[config.mk]
export PLATFORM = sky130hd
export DESIGN_NAME = ace_snoop_bcast_ctrl
export DESIGN_NICKNAME = d
export VERILOG_FILES = /design/src/rtl/ace_snoop_bcast_ctrl.sv
export SDC_FILE = /design/constraint.sdc
export NUM_CORES = 1
export LEC_CHECK = 0
export ABC_AREA = 0
export BUFFER_PORTS_ARGS = -buffer_cell sky130_fd_sc_hd__buf_2
export CORE_ASPECT_RATIO = 1.4
export CORE_MARGIN = 3
export CORE_UTILIZATION = 35
export CTS_BUF_LIST = sky130_fd_sc_hd__clkbuf_2 sky130_fd_sc_hd__clkbuf_4 sky130_fd_sc_hd__clkbuf_8
export DETAILED_ROUTE_END_ITERATION = 8
export PLACE_DENSITY = 0.67
export SLEW_MARGIN = 30
export SYNTH_ARGS = -nofsm -noshare
export SYNTH_HDL_FRONTEND = slang
export SYNTH_SLANG_ARGS = --single-unit
[constraint.sdc]
create_clock -name aclk -period 1.3 [get_ports aclk]
set_input_delay 0.195 -clock aclk [delete_from_list [all_inputs] [get_ports aclk]]
set_output_delay 0.195 -clock aclk [all_outputs]
set_load 0.01 [all_outputs]
[src/rtl/ace_snoop_bcast_ctrl.sv]
// ACE snoop broadcast controller: fans one upstream AC snoop out to the enabled
// ports, collects their CR responses and returns a single OR-merged response.
module ace_snoop_bcast_ctrl #(
    parameter int NUM_PORTS = 4,
    parameter int ADDR_W    = 44
) (
    input  logic                   aclk,
    input  logic                   aresetn,
    input  logic [NUM_PORTS-1:0]   port_en,
    input  logic                   acvalids,
    output logic                   acreadys,
    input  logic [ADDR_W-1:0]      acaddrs,
    input  logic [3:0]             acsnoops,
    input  logic [2:0]             acprots,
    output logic [NUM_PORTS-1:0]   acvalidm,
    input  logic [NUM_PORTS-1:0]   acreadym,
    output logic [ADDR_W-1:0]      acaddrm,
    output logic [3:0]             acsnoopm,
    output logic [2:0]             acprotm,
    input  logic [NUM_PORTS-1:0]   crvalidm,
    output logic [NUM_PORTS-1:0]   crreadym,
    input  logic [5*NUM_PORTS-1:0] crrespm,
    output logic                   crvalids,
    input  logic                   crreadys,
    output logic [4:0]             crresps
);

    typedef enum logic [1:0] {
        ST_IDLE  = 2'd0,
        ST_SNOOP = 2'd1,
        ST_RESP  = 2'd2
    } state_t;

    state_t                 state_reg, state_next;
    logic [NUM_PORTS-1:0]   ac_pend_reg, ac_pend_next;
    logic [NUM_PORTS-1:0]   cr_pend_reg, cr_pend_next;
    logic [4:0]             resp_acc_reg, resp_acc_next;
    logic [ADDR_W-1:0]      addr_reg;
    logic [3:0]             snoop_reg;
    logic [2:0]             prot_reg;

    logic                   ac_accept;
    logic [NUM_PORTS-1:0]   ac_hs;
    logic [NUM_PORTS-1:0]   cr_hs;
    logic [4:0]             cr_slice [NUM_PORTS];
    logic [4:0]             cr_merge;

    assign ac_accept = acvalids & (state_reg == ST_IDLE);
    assign ac_hs     = acvalidm & acreadym;
    assign cr_hs     = crvalidm & crreadym;

    // Only slices that actually hand-shake this cycle contribute to the merge.
    generate
        for (genvar gi = 0; gi < NUM_PORTS; gi++) begin : g_slice
            assign cr_slice[gi] = cr_hs[gi] ? crrespm[5*gi +: 5] : 5'd0;
        end
    endgenerate

    always_comb begin
        cr_merge = 5'd0;
        for (int i = 0; i < NUM_PORTS; i++) begin
            cr_merge = cr_merge | cr_slice[i];
        end
    end

    always_ff @(posedge aclk or negedge aresetn) begin
        if (!aresetn) begin
            state_reg    <= ST_IDLE;
            ac_pend_reg  <= '0;
            cr_pend_reg  <= '0;
            resp_acc_reg <= '0;
            addr_reg     <= '0;
            snoop_reg    <= '0;
            prot_reg     <= '0;
        end else begin
            state_reg    <= state_next;
            ac_pend_reg  <= ac_pend_next;
            cr_pend_reg  <= cr_pend_next;
            resp_acc_reg <= resp_acc_next;
            if (ac_accept) begin
                addr_reg  <= acaddrs;
                snoop_reg <= acsnoops;
                prot_reg  <= acprots;
            end
        end
    end

    always_comb begin
        state_next    = state_reg;
        ac_pend_next  = ac_pend_reg;
        cr_pend_next  = cr_pend_reg;
        resp_acc_next = resp_acc_reg;
        case (state_reg)
            ST_IDLE: begin
                if (acvalids) begin
                    ac_pend_next  = port_en;
                    cr_pend_next  = port_en;
                    resp_acc_next = 5'd0;
                    state_next    = (port_en != '0) ? ST_SNOOP : ST_RESP;
                end
            end
            ST_SNOOP: begin
                ac_pend_next  = ac_pend_reg & ~ac_hs;
                cr_pend_next  = cr_pend_reg & ~cr_hs;
                resp_acc_next = resp_acc_reg | cr_merge;
                if (cr_pend_next == '0) begin
                    state_next = ST_RESP;
                end
            end
            ST_RESP: begin
                if (crreadys) begin
                    state_next = ST_IDLE;
                end
            end
            default: state_next = ST_IDLE;
        endcase
    end

    // CR is only accepted from ports whose AC has already completed.
    always_comb begin
        acreadys = (state_reg == ST_IDLE);
        acvalidm = '0;
        crreadym = '0;
        crvalids = 1'b0;
        crresps  = 5'd0;
        if (state_reg == ST_SNOOP) begin
            acvalidm = ac_pend_reg;
            crreadym = cr_pend_reg & ~ac_pend_reg;
        end
        if (state_reg == ST_RESP) begin
            crvalids = 1'b1;
            crresps  = resp_acc_reg;
        end
    end

    assign acaddrm  = addr_reg;
    assign acsnoopm = snoop_reg;
    assign acprotm  = prot_reg;

endmodule

==> reports/metrics.csv <==
metric,value,unit
Syn Nets,413,
cell taking the most area after synthesis,dfrtp_1,
fin nets,590,
vias in the first global route,2669,
H-tree depth,3,
sequence of cells on the critical path,"buf_4, and4bb_4, buf_4, buf_2",
Leak,0.002410,µW
die area,9392,µm²
Top delay family on crit path,flip-flops,
largest net degree at the start of global routing,67,
Flop pwr share,36.2,%
Slew headroom,76.09,%
chip height,113.5,µm
largest cells by area after synthesis,"dfrtp_1 57%, nand2_1 21%, nor2b_1 2.8%",
cts bufs inserted,9,
flop-to-flop setup slack,-0.26,ns
number of synthesis warnings,0,
Initial Util,36.59,%
Synth Flop Type,dfrtp_1,
post-synth cell types,26,
CTS Buffer Depth,2,
Tightest Pin Transition,0.3587,ns
CP Launch Type,register,
WS Path Type,reg -> out,
width of the die,82.77,µm
GRT Util Overall,18.21,%
Routed Antenna Nets,0,
final worst slack,-0.3094,ns
area grow syn2layout,49.74,%
skew final,0.01042,ns
Max Fanout on Critical Path,5,
clk sinks,66,
R2R Path Start,state_reg[1]$_DFFE_PN0P_,
final instance area,4324,µm²
final setup fails,73,
clk_lat worst skew,0.33,ns
Boundary Pins,153,
layout cells sized above 1,43.17,%
number of flip-flops in the largest register,44,
dpl hpwl,6288,µm
mapped cell area,2888,µm²
Tot Pwr,10070,µW
Critical Path RT,1.11,ns
WL per Instance,14.08,µm
# port buffers,152,
Comb pwr share,48.9,%
Crit-path slowest cell,dfrtp_2,
vias,2796,
row cnt,38,
hold path cells,3,
Hold EP,acaddrm[24]$_DFFE_PN0P_,
DRC,0,
DR pass1 iterations,4,
CP Capture Type,output pin,
"EDFF count, synth",0,
R2R cell count,7,
final wirelength,8517,µm
Switch Pwr,3819,µW
WP buf/inv,3,
first-pass GRT wire length,12940,µm
Yosys top cell area share,57.19,%
syn_area_per_cell,8.858,µm²
fin crit share,123.8,%
Clock power frac,14.9,%
dpl cells,582,
register area share after synthesis,57.19,%
fmax,0.6214,GHz
Max-Cap Viols,0,
Place WS,-0.1447,ns
RSZ-0062 raised after global routing,true,
CTS tree,done,
switching fraction of total power,37.94,%
Post-synth ARST share,100.0,%
most frequent cell after synthesis,nand2_1,
core area,7893,µm²
ant diodes,0,
final instance count without filler cells,605,
initial DRC count,101,
GPL Wtd Cong,0.9113,
failing checks,negative setup slack,
Pint,6248,µW
Worst Hold Class,in -> reg,
crit path DAT,1.41,ns
FF-to-FF End,acaddrm[19]$_DFFE_PN0P_,
initial antenna violation count,0,
Worst-path clk slew,0.07,ns
most frequent CP cell,buf_4,
critical hold path startpoint,acaddrs[24],
Tmin final,1.609,ns
PD cells,2328,nW/µm²
Root Driver,clkbuf_8,
Final Hold Vio Count,0,
grt ovf,0,
number of synthesized register bits,66,
max-slew violations,0,
status,finished with violations,
Post-synth top cells,"159 x nand2_1, 66 x dfrtp_1, 13 x buf_2, 13 x nor2b_1, 11 x o21ai_1",
drt via density,4.621,
largest stage delay on the critical path,0.45,ns
Placed Area,3915,µm²
Peak VDD IR,1.124,mV
post-synthesis cell count,326,
==> stage by stage <==
stage	util, %	hold slack, ns	TNS (ns)
floorplan	-	-0.1006	-0.8555
global placement	49.60	0.2412	-3.396
detailed placement	49.60	0.2492	-4.290
CTS	54.19	0.02813	-16.86
global route	54.79	0.04355	-20.81
finish	54.79	0.04747	-17.55
==> cell families after synthesis <==
group                  Yosys count  synth area share, %
AOI/OAI and AO/OA               41                8.969
and+or+nand+nor                203                31.20
buffers and inverters           16                2.643
DFF                             66                57.19
==> layout make-up <==
cell class | instances | area (µm²)
well taps | 100 | 125.1
multi-input cells | 244 | 1250
repair buffers | 182 | 1129
clock buffers | 13 | 166.4
fillers | 765 | 3568
flip-flops and latches | 66 | 1654
==> worst max path at each step <==
stage                                        start                     endpoint  slack (ns)  depth (start not counted)
after global routing      state_reg[0]$_DFFE_PN0P_                   crresps[4]       -0.35                          5
after floorplan           state_reg[1]$_DFFE_PN0P_  resp_acc_reg[0]$_DFFE_PN0P_       -0.03                          4
after global placement    state_reg[0]$_DFFE_PN0P_  resp_acc_reg[0]$_DFFE_PN0P_       -0.11                          4
final                     state_reg[0]$_DFFE_PN0P_                  crreadym[1]       -0.31                          4
after detailed placement  state_reg[1]$_DFFE_PN0P_  resp_acc_reg[0]$_DFFE_PN0P_       -0.14                          5
after CTS                 state_reg[0]$_DFFE_PN0P_                   crresps[3]       -0.30                          5
==> worst register-to-register path, stage by stage (launching register included) <==
cell,delay [ns]
dfrtp_2,0.45
buf_4,0.18
buf_4,0.16
nor2b_4,0.12
nor2b_4,0.22
buf_12,0.21
nand2_1,0.10
nand2_1,0.06
==> placed cells by master, fill, tap and decap left out, drive strengths merged <==
cell / n
a21boi: 2
a21oi: 9
a222oi: 5
a22oi: 5
and2: 12
and4b: 1
and4bb: 2
buf: 181
clkbuf: 13
dfrtp: 66
dlygate4sd3: 1
nand2: 159
nand2b: 5
nand4: 1
nor2: 3
nor2b: 15
nor3b: 3
nor4: 1
nor4bb: 1
o21ai: 17
o22a: 2
o2bb2ai: 1
==> layer usage <==
layer / up-vias / global-route usage [%] / wire [µm]
li1: 1406 / - / -
met1: 1273 / 23.80 / 3594
met2: 106 / 29.07 / 4213
met3: 11 / 3.555 / 557
met4: 0 / 7.852 / 151
met5: - / 0 / 0
==> what timing repair did <==
action / in CTS / in global routing
endpoints found under the hold margin: 66 / 0
hold buffers: 1 / 0
setup endpoints to repair: 76 / 81
buffers inserted: 6 / 2
pin swaps: 7 / 1
resized for setup: 28 / 13
gates cloned: 1 / 0
==> power by group through the flow <==
stage	registers (µW)	logic (µW)	clock network, µW
after floorplan	3950	2110	0
after CTS	3630	4850	1570
after global placement	3650	4310	0
final	3640	4920	1500
after global routing	3770	5430	1630
after detailed placement	3660	4380	0
(Power assumes the default switching activity.)
